--- src/rtl/lut_neuron_pkg.sv ---
// Shared definitions for the LUT neuron layer.
// Contents: default parameter values, config neuron-index width function,
// and bit-offset helpers for the packed per-neuron address and result buses.
// Optional build macro used by the layer: LUT_NEURON_READBACK_EN.
package lut_neuron_pkg;

  localparam int unsigned DEF_IN_BITS     = 8;
  localparam int unsigned DEF_OUT_BITS    = 1;
  localparam int unsigned DEF_NUM_NEURONS = 4;

  // Index width for addressing num neurons; never narrower than 1 bit.
  function automatic int unsigned neur_idx_w(input int unsigned num);
    return (num > 1) ? int'($clog2(num)) : 1;
  endfunction

  // LSB of neuron n's address field within the packed input bus.
  function automatic int unsigned addr_lsb(input int unsigned n, input int unsigned in_bits);
    return n * in_bits;
  endfunction

  // LSB of neuron n's result field within the packed output bus.
  function automatic int unsigned out_lsb(input int unsigned n, input int unsigned out_bits);
    return n * out_bits;
  endfunction

endpackage

--- src/rtl/lut_neuron_table.sv ---
// One neuron's truth table: 2**IN_BITS x OUT_BITS RAM, no reset.
// Ports: clk; we/waddr/wdata synchronous write; raddr/rdata asynchronous
// lookup read. With LUT_NEURON_READBACK_EN: cfg_raddr/cfg_rdata, a second
// asynchronous read port for configuration readback.
module lut_neuron_table
  import lut_neuron_pkg::*;
#(
  parameter int unsigned IN_BITS  = DEF_IN_BITS,
  parameter int unsigned OUT_BITS = DEF_OUT_BITS
) (
  input  logic                clk,
  input  logic                we,
  input  logic [IN_BITS-1:0]  waddr,
  input  logic [OUT_BITS-1:0] wdata,
  input  logic [IN_BITS-1:0]  raddr,
  output logic [OUT_BITS-1:0] rdata
`ifdef LUT_NEURON_READBACK_EN
  ,
  input  logic [IN_BITS-1:0]  cfg_raddr,
  output logic [OUT_BITS-1:0] cfg_rdata
`endif
);

  localparam int unsigned DEPTH = 1 << IN_BITS;

  logic [OUT_BITS-1:0] mem_q [DEPTH];

  // Write at the edge; reads see the pre-edge contents (read-before-write).
  always_ff @(posedge clk) begin
    if (we) begin
      mem_q[waddr] <= wdata;
    end
  end

  assign rdata = mem_q[raddr];

`ifdef LUT_NEURON_READBACK_EN
  assign cfg_rdata = mem_q[cfg_raddr];
`endif

endmodule

--- src/rtl/lut_neuron_layer_pipe.sv ---
// Layer of NUM_NEURONS programmable truth-table neurons behind a 2-stage
// elastic valid/ready pipeline (S1 holds addresses, S2 holds results).
// Ports: clk, rst (sync, active high); in_data/in_valid/in_ready upstream;
// out_data/out_valid/out_ready downstream; cfg_we/cfg_neuron/cfg_addr/
// cfg_wdata table write port. Macro LUT_NEURON_READBACK_EN adds cfg_re,
// cfg_rvalid, cfg_rdata for registered table readback.
module lut_neuron_layer_pipe
  import lut_neuron_pkg::*;
#(
  parameter int unsigned IN_BITS     = DEF_IN_BITS,
  parameter int unsigned OUT_BITS    = DEF_OUT_BITS,
  parameter int unsigned NUM_NEURONS = DEF_NUM_NEURONS,
  parameter int unsigned NEUR_IDX_W  = neur_idx_w(NUM_NEURONS)
) (
  input  logic                            clk,
  input  logic                            rst,
  input  logic [NUM_NEURONS*IN_BITS-1:0]  in_data,
  input  logic                            in_valid,
  output logic                            in_ready,
  output logic [NUM_NEURONS*OUT_BITS-1:0] out_data,
  output logic                            out_valid,
  input  logic                            out_ready,
  input  logic                            cfg_we,
  input  logic [NEUR_IDX_W-1:0]           cfg_neuron,
  input  logic [IN_BITS-1:0]              cfg_addr,
  input  logic [OUT_BITS-1:0]             cfg_wdata
`ifdef LUT_NEURON_READBACK_EN
  ,
  input  logic                            cfg_re,
  output logic                            cfg_rvalid,
  output logic [OUT_BITS-1:0]             cfg_rdata
`endif
);

  localparam int unsigned AW = NUM_NEURONS * IN_BITS;
  localparam int unsigned DW = NUM_NEURONS * OUT_BITS;

  logic          s1_valid_q, s1_valid_d;
  logic [AW-1:0] s1_addr_q,  s1_addr_d;
  logic          s2_valid_q, s2_valid_d;
  logic [DW-1:0] s2_data_q,  s2_data_d;
  logic [DW-1:0] lookup_data;
  logic          s2_ready;

  assign s2_ready  = !s2_valid_q || out_ready;
  assign in_ready  = !s1_valid_q || s2_ready;
  assign out_valid = s2_valid_q;
  assign out_data  = s2_data_q;

  // Per-neuron tables; an out-of-range cfg_neuron matches no instance.
`ifdef LUT_NEURON_READBACK_EN
  logic [DW-1:0] cfg_rd_all;
`endif
  for (genvar n = 0; n < NUM_NEURONS; n++) begin : g_neuron
    lut_neuron_table #(
      .IN_BITS  (IN_BITS),
      .OUT_BITS (OUT_BITS)
    ) u_table (
      .clk      (clk),
      .we       (cfg_we && (cfg_neuron == NEUR_IDX_W'(n))),
      .waddr    (cfg_addr),
      .wdata    (cfg_wdata),
      .raddr    (s1_addr_q[addr_lsb(n, IN_BITS) +: IN_BITS]),
      .rdata    (lookup_data[out_lsb(n, OUT_BITS) +: OUT_BITS])
`ifdef LUT_NEURON_READBACK_EN
      ,
      .cfg_raddr(cfg_addr),
      .cfg_rdata(cfg_rd_all[out_lsb(n, OUT_BITS) +: OUT_BITS])
`endif
    );
  end

  // Pipeline next state: each stage loads whenever the stage after it can move.
  always_comb begin
    s1_valid_d = s1_valid_q;
    s1_addr_d  = s1_addr_q;
    s2_valid_d = s2_valid_q;
    s2_data_d  = s2_data_q;
    if (in_ready) begin
      s1_valid_d = in_valid;
      if (in_valid) begin
        s1_addr_d = in_data;
      end
    end
    if (s2_ready) begin
      s2_valid_d = s1_valid_q;
      if (s1_valid_q) begin
        s2_data_d = lookup_data;
      end
    end
  end

  always_ff @(posedge clk) begin
    if (rst) begin
      s1_valid_q <= 1'b0;
      s1_addr_q  <= '0;
      s2_valid_q <= 1'b0;
      s2_data_q  <= '0;
    end else begin
      s1_valid_q <= s1_valid_d;
      s1_addr_q  <= s1_addr_d;
      s2_valid_q <= s2_valid_d;
      s2_data_q  <= s2_data_d;
    end
  end

`ifdef LUT_NEURON_READBACK_EN
  logic                cfg_rvalid_q, cfg_rvalid_d;
  logic [OUT_BITS-1:0] cfg_rdata_q,  cfg_rdata_d;

  // Readback: selected entry, or zero for an out-of-range neuron.
  always_comb begin
    cfg_rvalid_d = cfg_re;
    cfg_rdata_d  = cfg_rdata_q;
    if (cfg_re) begin
      cfg_rdata_d = '0;
      for (int unsigned n = 0; n < NUM_NEURONS; n++) begin
        if (cfg_neuron == NEUR_IDX_W'(n)) begin
          cfg_rdata_d = cfg_rd_all[n*OUT_BITS +: OUT_BITS];
        end
      end
    end
  end

  always_ff @(posedge clk) begin
    if (rst) begin
      cfg_rvalid_q <= 1'b0;
      cfg_rdata_q  <= '0;
    end else begin
      cfg_rvalid_q <= cfg_rvalid_d;
      cfg_rdata_q  <= cfg_rdata_d;
    end
  end

  assign cfg_rvalid = cfg_rvalid_q;
  assign cfg_rdata  = cfg_rdata_q;
`endif

endmodule
--- config.mk ---
export PLATFORM = sky130hd
export DESIGN_NAME = lut_neuron_layer_pipe
export DESIGN_NICKNAME = d
export VERILOG_FILES = /design/src/rtl/lut_neuron_pkg.sv /design/src/rtl/lut_neuron_table.sv /design/src/rtl/lut_neuron_layer_pipe.sv
export SDC_FILE = /design/constraint.sdc
export NUM_CORES = 2
export LEC_CHECK = 0
export ABC_AREA = 1
export BUFFER_PORTS_ARGS = -buffer_cell sky130_fd_sc_hd__buf_4
export CAP_MARGIN = 10
export CORE_MARGIN = 3
export CORE_UTILIZATION = 35
export CTS_CLUSTER_SIZE = 14
export DETAILED_ROUTE_END_ITERATION = 12
export PLACE_DENSITY_LB_ADDON = 0.2
export REMOVE_ABC_BUFFERS = 1
export SLEW_MARGIN = 0
export SYNTH_ARGS = -nofsm -noshare
export SYNTH_HDL_FRONTEND = slang
export SYNTH_SLANG_ARGS = --single-unit
--- constraint.sdc ---
create_clock -name clk -period 2.12 [get_ports clk]
set_input_delay 0.636 -clock clk [delete_from_list [all_inputs] [get_ports clk]]
set_output_delay 0.636 -clock clk [all_outputs]
set_load 0.01 [all_outputs]
# Word level (Yosys, flattened, before mapping)
# Memories as Yosys holds them, arrays and structs flattened. A register that Yosys moved wholly into a read port is not among the register bits.
# Index checks and enable logic that the tools add are counted.
dict set report classes {
  eq_ne 3
  muxes 8
  reduce_logical 11
}
# op count
set op_table {}
lappend op_table {{$mux 1} 8}
lappend op_table {{$eq 2x2->1 const B} 2}
lappend op_table {{$logic_and 1x1->1} 4}
lappend op_table {{$reduce_and 2->1} 2}
lappend op_table {{$eq 2x1->1 const B} 1}
lappend op_table {{$logic_not 1->1} 2}
lappend op_table {{$logic_not 2->1} 1}
lappend op_table {{$logic_or 1x1->1} 2}
dict set report totals {
  register_bits 34
  mem_bits_rw 1024
  in_bits 48
  output_inout_bits 6
  elab_cells 29
  n_memories 4
}
# memory depth word_bits rd rd_clocked_by_memory_dff write_ports line
set memory_table {}
lappend memory_table {{g_neuron[0].u_table.mem_q} 256 1 1 1 1 lut_neuron_table.sv:26} ;# logic [OUT_BITS-1:0] mem_q [DEPTH];
lappend memory_table {{g_neuron[1].u_table.mem_q} 256 1 1 1 1 lut_neuron_table.sv:26}
lappend memory_table {{g_neuron[2].u_table.mem_q} 256 1 1 1 1 lut_neuron_table.sv:26}
lappend memory_table {{g_neuron[3].u_table.mem_q} 256 1 1 1 1 lut_neuron_table.sv:26}

# Longest topological paths before layout
dict set report depth {
  ltp_word 4
  ltp_mapped 15
  mapped_depth_nobuf 13
}

# Cells and area by module
# From an unflattened synthesis, not the netlist that was laid out.
dict set report hier_totals {
  hier_cells 4979
  area_unflattened_um2 48467.7
}
# mod n_inst cells_each area_per_inst_um2 seq_area_each_um2
set by_module_without_submodules {}
lappend by_module_without_submodules {lut_neuron_table 4 1183 11697.5 7687.4}
lappend by_module_without_submodules {lut_neuron_layer_pipe 1 247 1677.9 760.7}

# Worst setup path before layout
# Ideal clock, no wire load.
dict set report synth_path {
  path_type {input port to flip-flop}
  from {input cfg_addr[5]}
  to {memory g_neuron[0].u_table.mem_q[147] in the netlist's numbering, enable pin}
  setup_time_ps 299
  arrival_time_ps 1588
  required_time_ps 1821
  setup_slack_ps 232
  stages 6
  path_buffers 1
  path_cell_list {inv_1 nand2_1 nor2_1 clkbuf_1 nand2_1 nor2_1}
}
# item line
set synth_lines {}
lappend synth_lines {{start, declared} lut_neuron_layer_pipe.sv:25} ;# input logic [IN_BITS-1:0] cfg_addr,
lappend synth_lines {{end, declared} lut_neuron_table.sv:26}
# No word-level cell before the write port.

==> reports/qor.tcl <==
set qor(yosys_register_bits) 1062
set qor(rows) 134
set qor(r2r_start) {s1_addr_q[0]}
set qor(cts-root-to-sink-buffers) 3
set qor(groute.usage.overall_pct) 26.0
set qor(final_layout_size_suffix_gt1_share_pct) 14.7
set qor(clock_pin_transition_on_the_worst_setup_and_hold_timing_paths_ns) 0.06
set qor(worstReg2RegEnd) {out_data[0]}
set qor(outcome) {completed}
set qor(worst_hold_startpoint) {in_data[31]}
set qor(yosysSeqAreaShare_pct) 66.0
set qor(power.density_nw_per_um2) 833
set qor(synth_warnings) 0
set qor(timing.critical_path.slowest_stage_cell) {sky130_fd_sc_hd__dfxtp_4}
set qor(clock_sinks) 1062
set qor(via_count_of_the_first_global_routing_pass) 36400
set qor(tritoncts_buffer_count) 115
set qor(end_kind) {flop}
set qor(mappedNetlistArea_um2) 47800
set qor(cp_data_arrival_time_ns) 2.74
set qor(drt_wl_total_um) 191000
set qor(final_max_slew_viol_count) 0
set qor(total_power_mw) 49.0
set qor(worst_skew_pair.late_latency_ns) 0.75
set qor(layout_common_cells) {sky130_fd_sc_hd__nand2_1, sky130_fd_sc_hd__nor2_1, sky130_fd_sc_hd__edfxtp_1, sky130_fd_sc_hd__nand3_1, sky130_fd_sc_hd__buf_4}
set qor(whs_path_depth) 3
set qor(period_minus_slack_ns) 2.09
set qor(hold_path.class) {in2reg}
set qor(drt-initial-drc-count) 5193
set qor(h-tree-depth) 3
set qor(drt_drc_violations_left) 0
set qor(finalWeightedCongestion) 0.908
set qor(cp-start-kind) {flop}
set qor(floorplan.core_area_um2) 134000
set qor(final_setup_viols) 0
set qor(synthesized_area_divided_by_synthesized_cell_count_um2) 9.65
set qor(antenna-diode-count) 0
set qor(port_buffers) 53
set qor(required_ns) 2.77
set qor(critPathBufInv) 3
set qor(worstHoldEndpoint) {s1_addr_q[31]}
set qor(die-area_um2) 141000
set qor(area_delta_synth_final_pct) 23.1
set qor(drtPass1Iterations) 6
set qor(syn_inst) 4951
set qor(grt_max_degree) 106
set qor(rsz0062_at_grt) {yes}
set qor(cap_violations) 0
set qor(layout_setup_ws_ns) 0.0326
set qor(critical-path-top-cell-by-count) {sky130_fd_sc_hd__nand3_1}
set qor(cp_top_family) {simple AND/OR/NAND/NOR gates}
set qor(starting_density_of_the_core_pct) 35.5
set qor(setup-tns-final_ns) 0
set qor(nets) 5192
set qor(timing_hold_violations_final) 0
set qor(power.leakage_nw) 20.2
set qor(criticalPathCategory) {reg2reg}
set qor(peakVddDrop_uv) 631
set qor(post-place-ws_ns) -0.123
set qor(layout_commonest_cell) {sky130_fd_sc_hd__nand2_1}
set qor(worstMarginPinSlew_ns) 0.900
set qor(detailroute.via_count) 39100
set qor(timing.final.crit_share_pct) 98.5
set qor(tritoncts) {built}
set qor(fmaxAchievable_mhz) 479
set qor(dieWidth_um) 375
set qor(critical_path_max_stage_delay_ns) 0.45
set qor(final_antenna_net_count) 0
set qor(grt_first_pass_wirelength_um) 264000
set qor(chipHeight_um) 375
set qor(detailed_place_hpwl_um) 121000
set qor(path_max_fanout) 12
set qor(finClkSkew_ns) 0.0209
set qor(timing.reg2reg.setup_slack_ns) 0.03
set qor(worst_slew_margin_rel_pct) 39.6
set qor(worst-r2r-cell-count) 14
set qor(globalRoute.totalOverflow) 0
set qor(yosys.cell_types.count) 15
set qor(cts-root-buf) {sky130_fd_sc_hd__clkbuf_16}
set qor(io_pins) 54
set qor(post_drt_wl_per_cell_um) 27.3
set qor(cts-hold-fix-buffers) 0
set qor(crit_chain) {clkinv_8 > buf_16 > nand2_1 > nand3_1 > nand3_1 > nand3_1 > nand3_1 > nand3_1 > nand2_2 > nand2_1 > nand3_1 > nand3_1 > nand2_1 > inv_1}
set qor(route.detailed.vias_per_inst) 5.58
set qor(initial_antenna_violation_count) 1
## synthesized netlist by cell type, drive strengths merged
master     n  area (um2)
nor2    1094        4110
nand2   1339        5030
nand3   1007        5040
dfxtp     38         761
a211oi    30         225
a21oi      4        20.0
buf      200        1030
clkbuf   166         623
nand3b     2        15.0
edfxtp  1024       30700
clkinv     8        30.0
inv       39         146
## cell families (layout without fill, tap and decap cells)
group,count (synthesis),in the layout,share of synthesized area (%)
AOI/OAI and AO/OA,34,34,0.513
DFF,1062,1062,66.0
and+or+nand+nor,3442,3442,29.7
buffers and inverters,413,704,3.84
## final cells by class
type	count	area, um2
Inverter	47	228
Timing Repair inverter	2	17.5
Tap cell	1768	2210
Fill cell	12900	75700
Timing Repair Buffer	440	5830
Clock inverter	65	576
Multi-Input combinational cell	3476	15300
Sequential cell	1062	31600
Clock buffer	150	3050
## repair_timing
item                                    in CTS  in global routing
setup buffers                                0                 25
gates resized for setup                     19                176
cloned                                       1                 14
endpoints found under the setup margin       5                  5
pin swaps                                    1                 44
## tightest hold or removal path, delay by kind of cell
family | cells | cell delay [ns]
AND/OR/NAND/NOR | 1 | 0.05
buffers and inverters | 1 | 0.11
AO/OA/AOI/OAI | 1 | 0.05
## how the worst max path moves through the flow
stage	startpoint	endpoint	slack, ns	depth (start not counted)
6_report	s1_addr_q[0]	out_data[0]	0.03	14
2_1_floorplan	cfg_we	g_neuron[0].u_table.mem_q[0]	-4.12	2
4_1_cts	s1_addr_q[8]	out_data[1]	-0.02	15
3_3_place_gp	out_ready	s1_addr_q[24]	-0.15	7
3_5_place_dp	s1_addr_q[8]	out_data[1]	-0.12	13
5_1_grt	s1_addr_q[0]	out_data[0]	-0.02	14
## power by group
| group | switching (mW) | internal, mW | leakage (nW) | total, mW |
|---|---|---|---|---|
| registers | 0.108 | 23.0 | 9.52 | 23.2 |
| logic | 4.04 | 1.90 | 8.91 | 5.94 |
| clock network | 8.77 | 11.1 | 1.77 | 19.9 |
## metal layers
layer	track usage [%]	up-vias	wire, um
li1	-	17200	-
met1	35.5	19500	77800
met2	40.3	2032	85600
met3	4.92	372	18400
met4	11.6	0	9420
met5	0	-	0
## state kept, by name, summed over array words and instances (netlist names)
signal,flops
out_valid,1
s1_addr_q,32
s1_valid_q,1
out_data,4
g_neuron.u_table.mem_q,1024
## stage by stage
stage                     cell area [um2]  hold WS, ns  utilization (%)  cells
final                               58800        0.139             43.7   7010
after CTS                           57300       0.0953             42.6   6972
after detailed placement            53600        0.479             39.8   6756
after floorplan                     46100        0.447                -   4585
after global placement              53600        0.475             39.8   6756
after global routing                58800        0.127             43.7   7010
No activity file was read; power rests on OpenSTA's default activity.
